File: src/rtl/quad_in_filter.sv
// Quadrature input conditioner: two-flop synchronisers, prescaled glitch filter,
// and step/dir/err event generation for a downstream quadrature counter.
module quad_in_filter #(
    parameter int unsigned PRESC_BITS = 8,
    parameter int unsigned FILT_LEN   = 4
) (
    input  logic                  sys_clock,
    input  logic                  reset,
    input  logic                  enable,
    input  logic [PRESC_BITS-1:0] presc,
    input  logic                  PLUS_A,
    input  logic                  PLUS_B,
    input  logic                  err_clr,
    output logic                  qa,
    output logic                  qb,
    output logic                  step,
    output logic                  dir,
    output logic                  err,
    output logic [7:0]            err_cnt
);

    localparam int unsigned FW = 4;
    localparam logic [FW-1:0] FLAST = FW'(FILT_LEN - 1);

    typedef enum logic [1:0] {IDLE, INIT, RUN} state_e;

    state_e                state_q, state_d;
    logic [1:0]            sync_a_q, sync_b_q;
    logic [PRESC_BITS-1:0] pcnt_q, pcnt_d;
    logic [FW-1:0]         fcnt_a_q, fcnt_a_d, fcnt_b_q, fcnt_b_d;
    logic [FW-1:0]         icnt_q, icnt_d;
    logic                  pend_a_q, pend_a_d, pend_b_q, pend_b_d;
    logic                  qa_q, qa_d, qb_q, qb_d;
    logic                  step_q, step_d, dir_q, dir_d, err_q, err_d;
    logic [7:0]            err_cnt_q, err_cnt_d;

    logic s_a, s_b, active_c, strobe_c, lvl_a_c, lvl_b_c, new_qa_c, new_qb_c;

    assign s_a      = sync_a_q[1];
    assign s_b      = sync_b_q[1];
    assign active_c = enable && (state_q != IDLE);
    assign strobe_c = active_c && (pcnt_q >= presc);
    // Effective level includes an acceptance that is about to reach qa/qb
    assign lvl_a_c  = qa_q ^ pend_a_q;
    assign lvl_b_c  = qb_q ^ pend_b_q;
    assign new_qa_c = ~qa_q;
    assign new_qb_c = ~qb_q;

    // State register
    always_ff @(posedge sys_clock) begin
        if (reset) state_q <= IDLE;
        else       state_q <= state_d;
    end

    // Next-state logic
    always_comb begin
        state_d = state_q;
        case (state_q)
            IDLE:    state_d = INIT;
            INIT:    if (strobe_c && (icnt_q == FLAST)) state_d = RUN;
            RUN:     state_d = RUN;
            default: state_d = IDLE;
        endcase
        if (!enable) state_d = IDLE;
    end

    // Prescaler, filters, seeding and event generation
    always_comb begin
        pcnt_d   = '0;
        fcnt_a_d = '0;
        fcnt_b_d = '0;
        icnt_d   = '0;
        pend_a_d = 1'b0;
        pend_b_d = 1'b0;
        qa_d     = qa_q;
        qb_d     = qb_q;
        step_d   = 1'b0;
        dir_d    = 1'b0;
        err_d    = 1'b0;
        if (active_c) begin
            pcnt_d = strobe_c ? '0 : pcnt_q + 1'b1;
            if (state_q == INIT) begin
                icnt_d = icnt_q;
                if (strobe_c) begin
                    qa_d   = s_a;
                    qb_d   = s_b;
                    icnt_d = icnt_q + 1'b1;
                end
            end else if (state_q == RUN) begin
                fcnt_a_d = fcnt_a_q;
                fcnt_b_d = fcnt_b_q;
                if (pend_a_q && pend_b_q) begin
                    qa_d  = new_qa_c;
                    qb_d  = new_qb_c;
                    err_d = 1'b1;
                end else if (pend_a_q) begin
                    qa_d   = new_qa_c;
                    step_d = 1'b1;
                    dir_d  = new_qa_c ^ qb_q;
                end else if (pend_b_q) begin
                    qb_d   = new_qb_c;
                    step_d = 1'b1;
                    dir_d  = ~(new_qb_c ^ qa_q);
                end
                if (strobe_c) begin
                    if (s_a == lvl_a_c) begin
                        fcnt_a_d = '0;
                    end else if (fcnt_a_q == FLAST) begin
                        fcnt_a_d = '0;
                        pend_a_d = 1'b1;
                    end else begin
                        fcnt_a_d = fcnt_a_q + 1'b1;
                    end
                    if (s_b == lvl_b_c) begin
                        fcnt_b_d = '0;
                    end else if (fcnt_b_q == FLAST) begin
                        fcnt_b_d = '0;
                        pend_b_d = 1'b1;
                    end else begin
                        fcnt_b_d = fcnt_b_q + 1'b1;
                    end
                end
            end
        end
        if (err_clr)                          err_cnt_d = '0;
        else if (err_d && err_cnt_q != 8'hFF) err_cnt_d = err_cnt_q + 8'd1;
        else                                  err_cnt_d = err_cnt_q;
    end

    // Datapath registers
    always_ff @(posedge sys_clock) begin
        if (reset) begin
            sync_a_q  <= '0;
            sync_b_q  <= '0;
            pcnt_q    <= '0;
            fcnt_a_q  <= '0;
            fcnt_b_q  <= '0;
            icnt_q    <= '0;
            pend_a_q  <= 1'b0;
            pend_b_q  <= 1'b0;
            qa_q      <= 1'b0;
            qb_q      <= 1'b0;
            step_q    <= 1'b0;
            dir_q     <= 1'b0;
            err_q     <= 1'b0;
            err_cnt_q <= '0;
        end else begin
            sync_a_q  <= {sync_a_q[0], PLUS_A};
            sync_b_q  <= {sync_b_q[0], PLUS_B};
            pcnt_q    <= pcnt_d;
            fcnt_a_q  <= fcnt_a_d;
            fcnt_b_q  <= fcnt_b_d;
            icnt_q    <= icnt_d;
            pend_a_q  <= pend_a_d;
            pend_b_q  <= pend_b_d;
            qa_q      <= qa_d;
            qb_q      <= qb_d;
            step_q    <= step_d;
            dir_q     <= dir_d;
            err_q     <= err_d;
            err_cnt_q <= err_cnt_d;
        end
    end

    assign qa      = qa_q;
    assign qb      = qb_q;
    assign step    = step_q;
    assign dir     = dir_q;
    assign err     = err_q;
    assign err_cnt = err_cnt_q;

endmodule

File: config.mk
export PLATFORM = sky130hd
export DESIGN_NAME = quad_in_filter
export DESIGN_NICKNAME = d
export VERILOG_FILES = /design/src/rtl/quad_in_filter.sv
export SDC_FILE = /design/constraint.sdc
export NUM_CORES = 1
export LEC_CHECK = 0
export BUFFER_PORTS_ARGS = -buffer_cell sky130_fd_sc_hd__buf_2
export CORE_ASPECT_RATIO = 0.6
export CORE_MARGIN = 5
export CORE_UTILIZATION = 30
export CTS_CLUSTER_SIZE = 30
export DETAILED_ROUTE_END_ITERATION = 16
export HOLD_SLACK_MARGIN = 0.1
export SYNTH_ARGS = -nofsm -noshare
export SYNTH_HDL_FRONTEND = slang
export SYNTH_SLANG_ARGS = --single-unit
export TNS_END_PERCENT = 1
File: constraint.sdc
create_clock -name sys_clock -period 3.8 [get_ports sys_clock]
set_input_delay 0.76 -clock sys_clock [delete_from_list [all_inputs] [get_ports sys_clock]]
set_output_delay 0.76 -clock sys_clock [all_outputs]
set_load 0.005 [all_outputs]
==> impl_results.md, run 1 <==
* CTS sink cnt at 41
* Full die area at 9010 sq um
* Worst-skew pair later-pin latency at 0.27 ns
* Placed inst area at 2350 sq um
* Fin area at around 2500 sq um
* Final slew viol count at 0
* Vias in the first global route at 1698
* TNS Setup at 0 ns
* PwrDens at 365 nW/um^2
* Initial antenna violation count at 0
* Hold-fix buffers at CTS at 0
* Async set-or-reset flop fraction in the synthesized netlist at 0%
* Final Hold Vio Count at 0
* Placer Congestion at 0.754
* Syn nets at between 200 and 300
* Initial Util at 31.5%
* Ys flop type: dfxtp_1
* Clock slew at the register clock pins of the worst setup and hold paths at 0.05 ns
* Final ANT Viol Nets at 0
* Worst slew pin tran at approximately 0.65 ns
* Avg WL per Cell at between 10 and 15 microns
* Ant diodes at 0
* Util after Layout at between 30% and 40%
* Yosys cell types at 41
* Root buffer cell: clkbuf_16
* Unrepaired setup endpoints after global routing: no
* DRT Pass-1 Iters at 4
* Fmax at 364 MHz
* Crit path max fanout at 21
* Critical Path RT at 4.00 ns
* CTS tree: built
* CTS Buf Count at 5
* Nets at 306
* Fill count at 676
* Power, Total at approximately 0.9 mW
* CTS HTree Levels at 2
* Grt ovf at 0
* Post-Syn Area at 2150 sq um
* Status: completed
* Clk buf depth at 2
* Layout cells sized above 1 at between 10% and 20%
* Sequential fraction of the synthesis area at 38.2%
* Arrival time at the worst endpoint at 2.96 ns
* DIE WIDTH at roughly 120 microns
* Slew margin rel. at 56.7%
* Setup crit end kind: register
* IO Pins at 27
* Via count at 1781
* MaxCap Viol Count at 0
* Row cnt at 23
* Postcts setup bufs at 0
* Final Cycle Share at 72.4%
* Initial DRC count at 60
* HP Class: reg2reg
* Hold WS at ~0.44 ns
* Total core area at 6820 sq um
* Crit path time final at 2.75 ns
* Layout area overhead at 15.6%
* Syn avg cell area at around 8.5 sq um
* Synthesized instance count at 254
* Fin Clk Skew at 0.00295 ns
* Largest net degree at the start of global routing at 22
* Number of flops mapped to enable cells by yosys at 0
* Final setup vio count at 0
* Footprint of the multi-input gates at about 1200 sq um
* Crit path launch type: primary input
* Worst ir drop on vdd at 209 uV
* Final WL at 4.50 mm
* Synth Register Bits at 41
* Register Area at 821 sq um
* Detailed Place HPWL at 3.35 mm
* DR vias/cell at 4.92
* First-pass GRT wire length at roughly 7.5 mm
* Die Ht at 75.6 microns
* Total track usage at 10.3%
* WS Path Type: in2reg
* Residual DRC at 0
* Port Buffers at 26
* Static Leak at around 0.95 nW
* Cts repair resizes at 0
* Total of warnings raised by yosys at 0
[where the power goes]
part           leakage (nW)  total, mW  switching [mW]  internal [mW]
clock                0.0655      0.384           0.149          0.234
combinational         0.553     0.0760          0.0419         0.0341
sequential            0.332      0.448          0.0105          0.437
[cells by family after synthesis]
| logic type | after synthesis | synth area share, % |
|---|---|---|
| mux | 3 | 1.40 |
| buf+inv | 28 | 5.06 |
| fa+ha+maj | 16 | 9.31 |
| compound gates | 50 | 14.3 |
| xor+xnor | 17 | 6.93 |
| flops | 41 | 38.2 |
| simple gates | 99 | 24.9 |
[through the flow]
step	cells	worst slack, ns
2_1_floorplan	254	1.42
3_3_place_gp	356	0.846
3_5_place_dp	356	0.786
4_1_cts	362	1.06
5_1_grt	362	0.870
6_report	362	1.05
[layout by cell type (no fill, tap or decap), types with 2 or more instances in the layout]
cell type / synthesis / final
nor3b_1: 3 / 3
nor2b_1: 10 / 10
nand2_1: 16 / 16
inv_1: 14 / 14
a221oi_1: 2 / 2
o21a_1: 2 / 2
ha_1: 16 / 16
xnor2_1: 9 / 9
or3_1: 3 / 3
nor2_1: 18 / 18
a31oi_1: 3 / 3
dfxtp_1: 41 / 41
clkbuf_16: 0 / 5
buf_4: 0 / 3
nand4_1: 2 / 2
nand4b_1: 4 / 4
o31ai_1: 3 / 3
nand3_1: 18 / 18
xor2_1: 8 / 8
or4_1: 3 / 3
nand2b_1: 3 / 3
a21oi_1: 16 / 16
nor3_1: 8 / 8
a311oi_1: 2 / 2
o21ai_0: 16 / 16
and3_1: 3 / 3
nor4bb_1: 2 / 2
buf_2: 3 / 26
mux2i_1: 3 / 3
[flip-flops by register name, indices dropped and copies added (netlist names)]
signal,count
dir,1
err,1
err_cnt,8
fcnt_a_q,4
fcnt_b_q,4
icnt_q,4
pcnt_q,8
pend_a_q,1
pend_b_q,1
qa,1
qb,1
state_q,2
step,1
sync_a_q,2
sync_b_q,2
[layer usage]
| metal | vias up | part of all wire, % | global-route usage (%) |
|---|---|---|---|
| met5 | - | 0 | 0 |
| met4 | 0 | 1.0 | 2.70 |
| met3 | 4 | 4.0 | 3.04 |
| met2 | 24 | 42 | 16.2 |
| met1 | 817 | 53 | 14.0 |
| li1 | 936 | - | - |
[critical path, stage by stage]
cell and delay [ns]:
buf_2 0.10, ha_1 0.27, nand2b_1 0.14, a2111oi_1 0.56, o21a_1 0.64, nand2_1 0.31
nor2_1 0.17
[cell type report]
class / instances / area share [%]
clock buffers: 5 / 5.04
clock inverters: 1 / 0.201
inverters: 14 / 2.11
multi-input cells: 185 / 49.1
flip-flops and latches: 41 / 33.0
well taps: 87 / 4.38
repair buffers: 29 / 6.14
[final timing paths]
check              startpoint           to  slack, ns  cells after the start
setup / recovery     presc[0]    pcnt_q[4]       1.05                      7
setup reg to reg    pcnt_q[0]    pcnt_q[4]       1.14                      7
hold reg to reg   sync_b_q[0]  sync_b_q[1]       0.44                      1
hold / removal    sync_b_q[0]  sync_b_q[1]       0.44                      1
[synth_stat cells, drive strengths merged (4+ instances only)]
master,instances,area share (%)
a21oi,16,3.7
buf,4,0.87
clkbuf,10,1.7
dfxtp,41,38
ha,16,9.3
inv,14,2.4
nand2,16,2.8
nand3,18,4.2
nand4b,4,1.6
nor2,18,3.1
nor2b,10,2.9
nor3,8,1.9
o21ai,17,4.0
xnor2,9,3.7
xor2,8,3.3
Power figures use the tool's default switching activity.
==> inputs of run 2 (changes only) <==
clock period = 2.5 ns   (was 3.8 ns; I/O delays follow)
==> run 2 against run 1 <==
  * Sequential share of layout area fell by 0.76 points
  * Global-route usage rose by 0.59 points
  * Critical endpoint is now fcnt_b_q[0]
  * Sequential power rose by 52%
  * Cell count rose by 1.9%
  * Clock power rose by 62%
  * Highest routed layer unchanged
  * Clock-buffer cell count rose by 1
  * Die area did not move
  * Largest power group unchanged
  * Via count rose by 2.1%
==> impl_results.md, run 2 (synthesis results as in run 1) <==
* Row cnt at 23
* Worst r2r dst: fcnt_b_q[0]
* Hold-fix buffers at CTS at 0
* Fill count at 683
* Static Leak at 0.984 nW
* Die Ht at approximately 76 microns
* PwrDens at ~560 nW/um^2
* Via count at 1818
* Port Buffers at 26
* Residual DRC at 0
* WS Path Type: reg2reg
* Initial DRC count at between 100 and 150
* Full die area at between 9000 and 10000 sq um
* Crit path launch type: register
* Layout cells sized above 1 at 15.6%
* Unrepaired setup endpoints after global routing: no
* TNS Setup at 0 ns
* DR vias/cell at 4.93
* Fin area at 2540 sq um
* First-pass GRT wire length at approximately 7.8 mm
* Final WL at around 4.6 mm
* Ant diodes at 0
* Final Cycle Share at 83.1%
* CTS tree: built
* Setup WS pre-CTS at ~0.18 ns
* Cts repair resizes at 0
* Fin Clk Skew at 0.00231 ns
* Arrival time at the worst endpoint at 2.29 ns
* R2r setup slk at 0.42 ns
* Final ANT Viol Nets at 0
* Worst-skew pair later-pin latency at 0.28 ns
* Crit path max fanout at 21
* Largest net degree at the start of global routing at 22
* Total track usage at 10.9%
* Crit path time final at 2.08 ns
* Worst ir drop on vdd at 252 uV
* Dpl cells at 361
* CTS sink cnt at 41
* Register Area at between 800 and 900 sq um
* RR Startpoint: pcnt_q[2]
* Hold path startpoint: PLUS_A
* Critical Path RT at between 2 and 3 ns
* Detailed Place HPWL at between 3 and 4 mm
* DIE WIDTH at about 120 microns
* Footprint of the multi-input gates at 1220 sq um
* Final setup vio count at 0
* Reg2Reg Depth at 7
* IO Pins at 27
* Slew margin rel. at around three fifths
* CTS Buf Count at 5
* Worst slew pin tran at 0.573 ns
* HP Class: in2reg
* DRT Pass-1 Iters at 4
* Commonest non-fill, non-tap cell in the layout: dfxtp_1
* Avg WL per Cell at ~12 microns
* Final Non-Filler Cells at between 300 and 400
* Final slew viol count at 0
* Power, Total at 1.43 mW
* Nets at 311
* Util after Layout at roughly 37%
* Final Hold Vio Count at 0
* Hold WS at 0.421 ns
* Root buffer cell: clkbuf_16
* Most frequent cells in the layout: dfxtp_1 (41), buf_2 (26), nor2_1 (18), nand3_1 (18)
* Placed inst area at 2400 sq um
* Vias in the first global route at 1650
* Fmax at 481 MHz
* Crit path cell chain: ha_1, o21ai_1, a211o_1, o21a_1, buf_12, or4_1, a21oi_1
* Initial antenna violation count at 0
* Status: completed
* Setup crit end kind: register
* Setup ws final at 0.422 ns
* Worst Hold End: sync_a_q[0]
* Layout area overhead at 18.3%
* Grt ovf at 0
* Placer Congestion at 0.832
* Postcts setup bufs at 0
* Max incr delay on CP at 0.49 ns
* CP max-delay cell: or4_1
* MaxCap Viol Count at 0
* CTS HTree Levels at 2
* Clk buf depth at 2
* Initial Util at a little under a third
* Min-Delay Path Depth at 2
* Clock slew at the register clock pins of the worst setup and hold paths at 0.06 ns
* Total core area at a little under 7000 sq um
run 2: cell type report:
type / instances / share of cell area, %
tap: 87 / 4.28
clock inverter: 2 / 0.394
sequential: 41 / 32.3
timing repair buffer: 34 / 7.97
inverter: 14 / 2.07
multi-input combinational: 185 / 48.0
clock buffer: 6 / 5.07
run 2: layer usage:
layer	global-route usage, %	share of wire, %
met1	16.2	54
met2	14.5	40
met3	3.12	4.9
met4	4.62	1.6
met5	0	0
run 2: report_power, final:
group / switching, mW / internal (mW) / total, mW
clock: 0.257 / 0.367 / 0.623
sequential: 0.0148 / 0.664 / 0.679
combinational: 0.0688 / 0.0561 / 0.125
total: 0.340 / 1.09 / 1.43
run 2: how the worst max path moves through the flow:
stage	startpoint	to	depth (start not counted)
6_report	pcnt_q[2]	fcnt_b_q[0]	7
3_5_place_dp	presc[2]	icnt_q[3]	9
3_3_place_gp	presc[0]	pcnt_q[2]	9
4_1_cts	pcnt_q[2]	icnt_q[3]	7
2_1_floorplan	presc[2]	icnt_q[3]	8
5_1_grt	pcnt_q[0]	pcnt_q[3]	9
run 2: worst max-delay path, delay by kind of cell, from the launching register on:
family | cells | cell delay, ns
AO/OA/AOI/OAI | 4 | 0.72
flip-flops | 1 | 0.35
buffers and inverters | 1 | 0.15
adder cells (fa/ha/maj) | 1 | 0.29
AND/OR/NAND/NOR | 1 | 0.49
==> inputs of run 3 (changes only) <==
clock period = 2 ns   (was 2.5 ns; I/O delays follow)
==> run 3 against run 2 <==
  * Register-to-register slack got worse by 0.36 ns
  * Core utilization rose by 4.5 points
  * Routed wire length rose by 13%
  * Highest routed layer unchanged
==> impl_results.md, run 3 (synthesis results as in run 1) <==
* Status: completed
* Layout cells sized above 1 at between 20% and 30%
* Most frequent cells in the layout: dfxtp_1 (35), buf_2 (27), buf_4 (23)
* Met2 wire len at roughly 2.2 mm
* Final slew viol count at 0
* Avg WL per Cell at 13.4 microns
* Total track usage at 11.0%
* Vias in the first global route at 1710
* DR vias/cell at ~5.0
* Unrepaired setup endpoints after global routing: yes
* IO Pins at 27
* CTS tree: built
* Setup ws final at ~0.06 ns
* Critical Path RT at 2.21 ns
* Worst ir drop on vdd at 315 uV
* Root buffer cell: clkbuf_16
* Via count at just under 2000
* MaxCap Viol Count at 0
* CTS HTree Levels at 2
* Crit path launch type: register
* Comb pwr share at 10.4%
* Metal3 WL at between 300 and 400 microns
* Full die area at 9010 sq um
* WS Path Type: reg2reg
* HP Class: in2reg
* Util after Layout at 41.8%
* Min-Delay Path Depth at 2
* Clk buf depth at 2
* Static Leak at 1.11 nW
* Worst r2r dst: fcnt_b_q[0]
* Initial DRC count at 131
* Final ANT Viol Nets at 0
* DRT Pass-1 Iters at 4
* Die Ht at between 70 and 80 microns
* CP max-delay cell: or4_1
* Clk pwr share at 43.4%
* Residual DRC at 0
* Commonest non-fill, non-tap cell in the layout: dfxtp_1
* Final Non-Filler Cells at slightly below 400
* Ant diodes at 0
* First-pass GRT wire length at 8.01 mm
* Clock slew at the register clock pins of the worst setup and hold paths at about 0.06 ns
* Flop pwr share at 46.1%
* Setup crit end kind: register
* Placer Congestion at between 0.8 and 0.9
* Final Cycle Share at between 90 and 100%
* Dpl cells at ~370
* Switch Pwr at 0.421 mW
* Worst Hold End: sync_a_q[0]
* Grt ovf at 0
* Reg2Reg Depth at 7
* CTS Buf Count at 5
* Worst slew pin tran at 0.575 ns
* Crit path cell chain: ha_4, nand2_1, a211o_1, o21a_4, buf_12, or4_1, a21oi_1
* Top sig layer: met4
* DIE WIDTH at 119 microns
* Setup WS pre-CTS at -0.253 ns
* Hold-fix buffers at CTS at 0
* Final setup vio count at 0
* Power, Total at 1.83 mW
* Worst-skew pair later-pin latency at 0.28 ns
* Nets at 330
* Largest net degree at the start of global routing at 14
* Layout area overhead at 32.7%
* Initial Util at roughly a third
* Fmax at 515 MHz
* Crit path time final at slightly below 2 ns
* Final WL at 5.17 mm
* Port Buffers at 26
* Arrival time at the worst endpoint at 2.15 ns
* Total core area at 6820 sq um
* Row cnt at 23
* CTS sink cnt at slightly above 40
* CP bufs+invs at 1
* Top Family by Delay on Critical Path: compound AO/OA/AOI/OAI gates
* Fin Clk Skew at 0.00124 ns
* Met1 wire length at 2.65 mm
* R2r setup slk at 0.06 ns
* PwrDens at 642 nW/um^2
* Max incr delay on CP at 0.39 ns
* Sw Ratio at between 20% and 30%
* Slew margin rel. at between 60% and 70%
* Final Hold Vio Count at 0
* Hold path startpoint: PLUS_A
* Initial antenna violation count at 0
* Detailed Place HPWL at approximately 3.5 mm
* Crit path max fanout at 5
* Internal Dissipation at 1.41 mW
* RR Startpoint: pcnt_q[5]
[run 3: changes by cell type in the layout (fill, tap and decap cells not counted), moves of 2 or more]
cell,delta
buf_4,+16
dfxtp_1,-6
clkinv_2,-2
ha_4,+5
o21ai_2,+2
ha_1,-5
dfxtp_2,+6
[run 3: cell type report]
type	instances	area, sq um
well taps	87	109
flip-flops and latches	41	828
multi-input cells	185	1340
repair buffers	53	380
inverters	14	52.6
fillers	638	3970
clock buffers	7	143
[run 3: power by group through the flow]
stage | combinational (mW) | sequential, mW | clock (mW)
floorplan | 0.114 | 0.855 | 0
CTS | 0.177 | 0.844 | 0.814
finish | 0.191 | 0.844 | 0.795
detailed placement | 0.169 | 0.862 | 0
global placement | 0.166 | 0.862 | 0
global route | 0.214 | 0.847 | 0.850
[run 3: timing repair]
action                     CTS  global route
setup endpoints to repair   21            22
gates resized for setup      7            18
pin swaps                    7             9
setup buffers                5             1
cloned                       1             2
[run 3: how the worst max path moves through the flow]
stage             endpoint  cells past startpoint  startpoint  slack, ns
2_1_floorplan    icnt_q[3]                      8    presc[5]      -0.01
3_3_place_gp            qa                      9    presc[0]      -0.23
3_5_place_dp            qa                      9    presc[0]      -0.25
4_1_cts        fcnt_b_q[0]                      7   pcnt_q[7]      -0.03
5_1_grt          icnt_q[3]                      7   pcnt_q[6]      -0.03
6_report       fcnt_b_q[0]                      7   pcnt_q[5]       0.06
[run 3: layer usage]
layer	up-vias	global-route usage, %
met5	-	0
met4	0	3.47
met3	2	2.97
met2	51	15.9
met1	901	16.0
li1	984	-
[run 3: metrics by stage]
stage / setup TNS (ns) / instance area, sq um / hold slack, ns
6_report: 0 / 2850 / 0.326
5_1_grt: -0.0314 / 2850 / 0.345
4_1_cts: -0.0268 / 2730 / 0.324
3_5_place_dp: -4.41 / 2490 / 0.430
3_3_place_gp: -4.03 / 2490 / 0.425
2_1_floorplan: -0.0293 / 2150 / 0.414
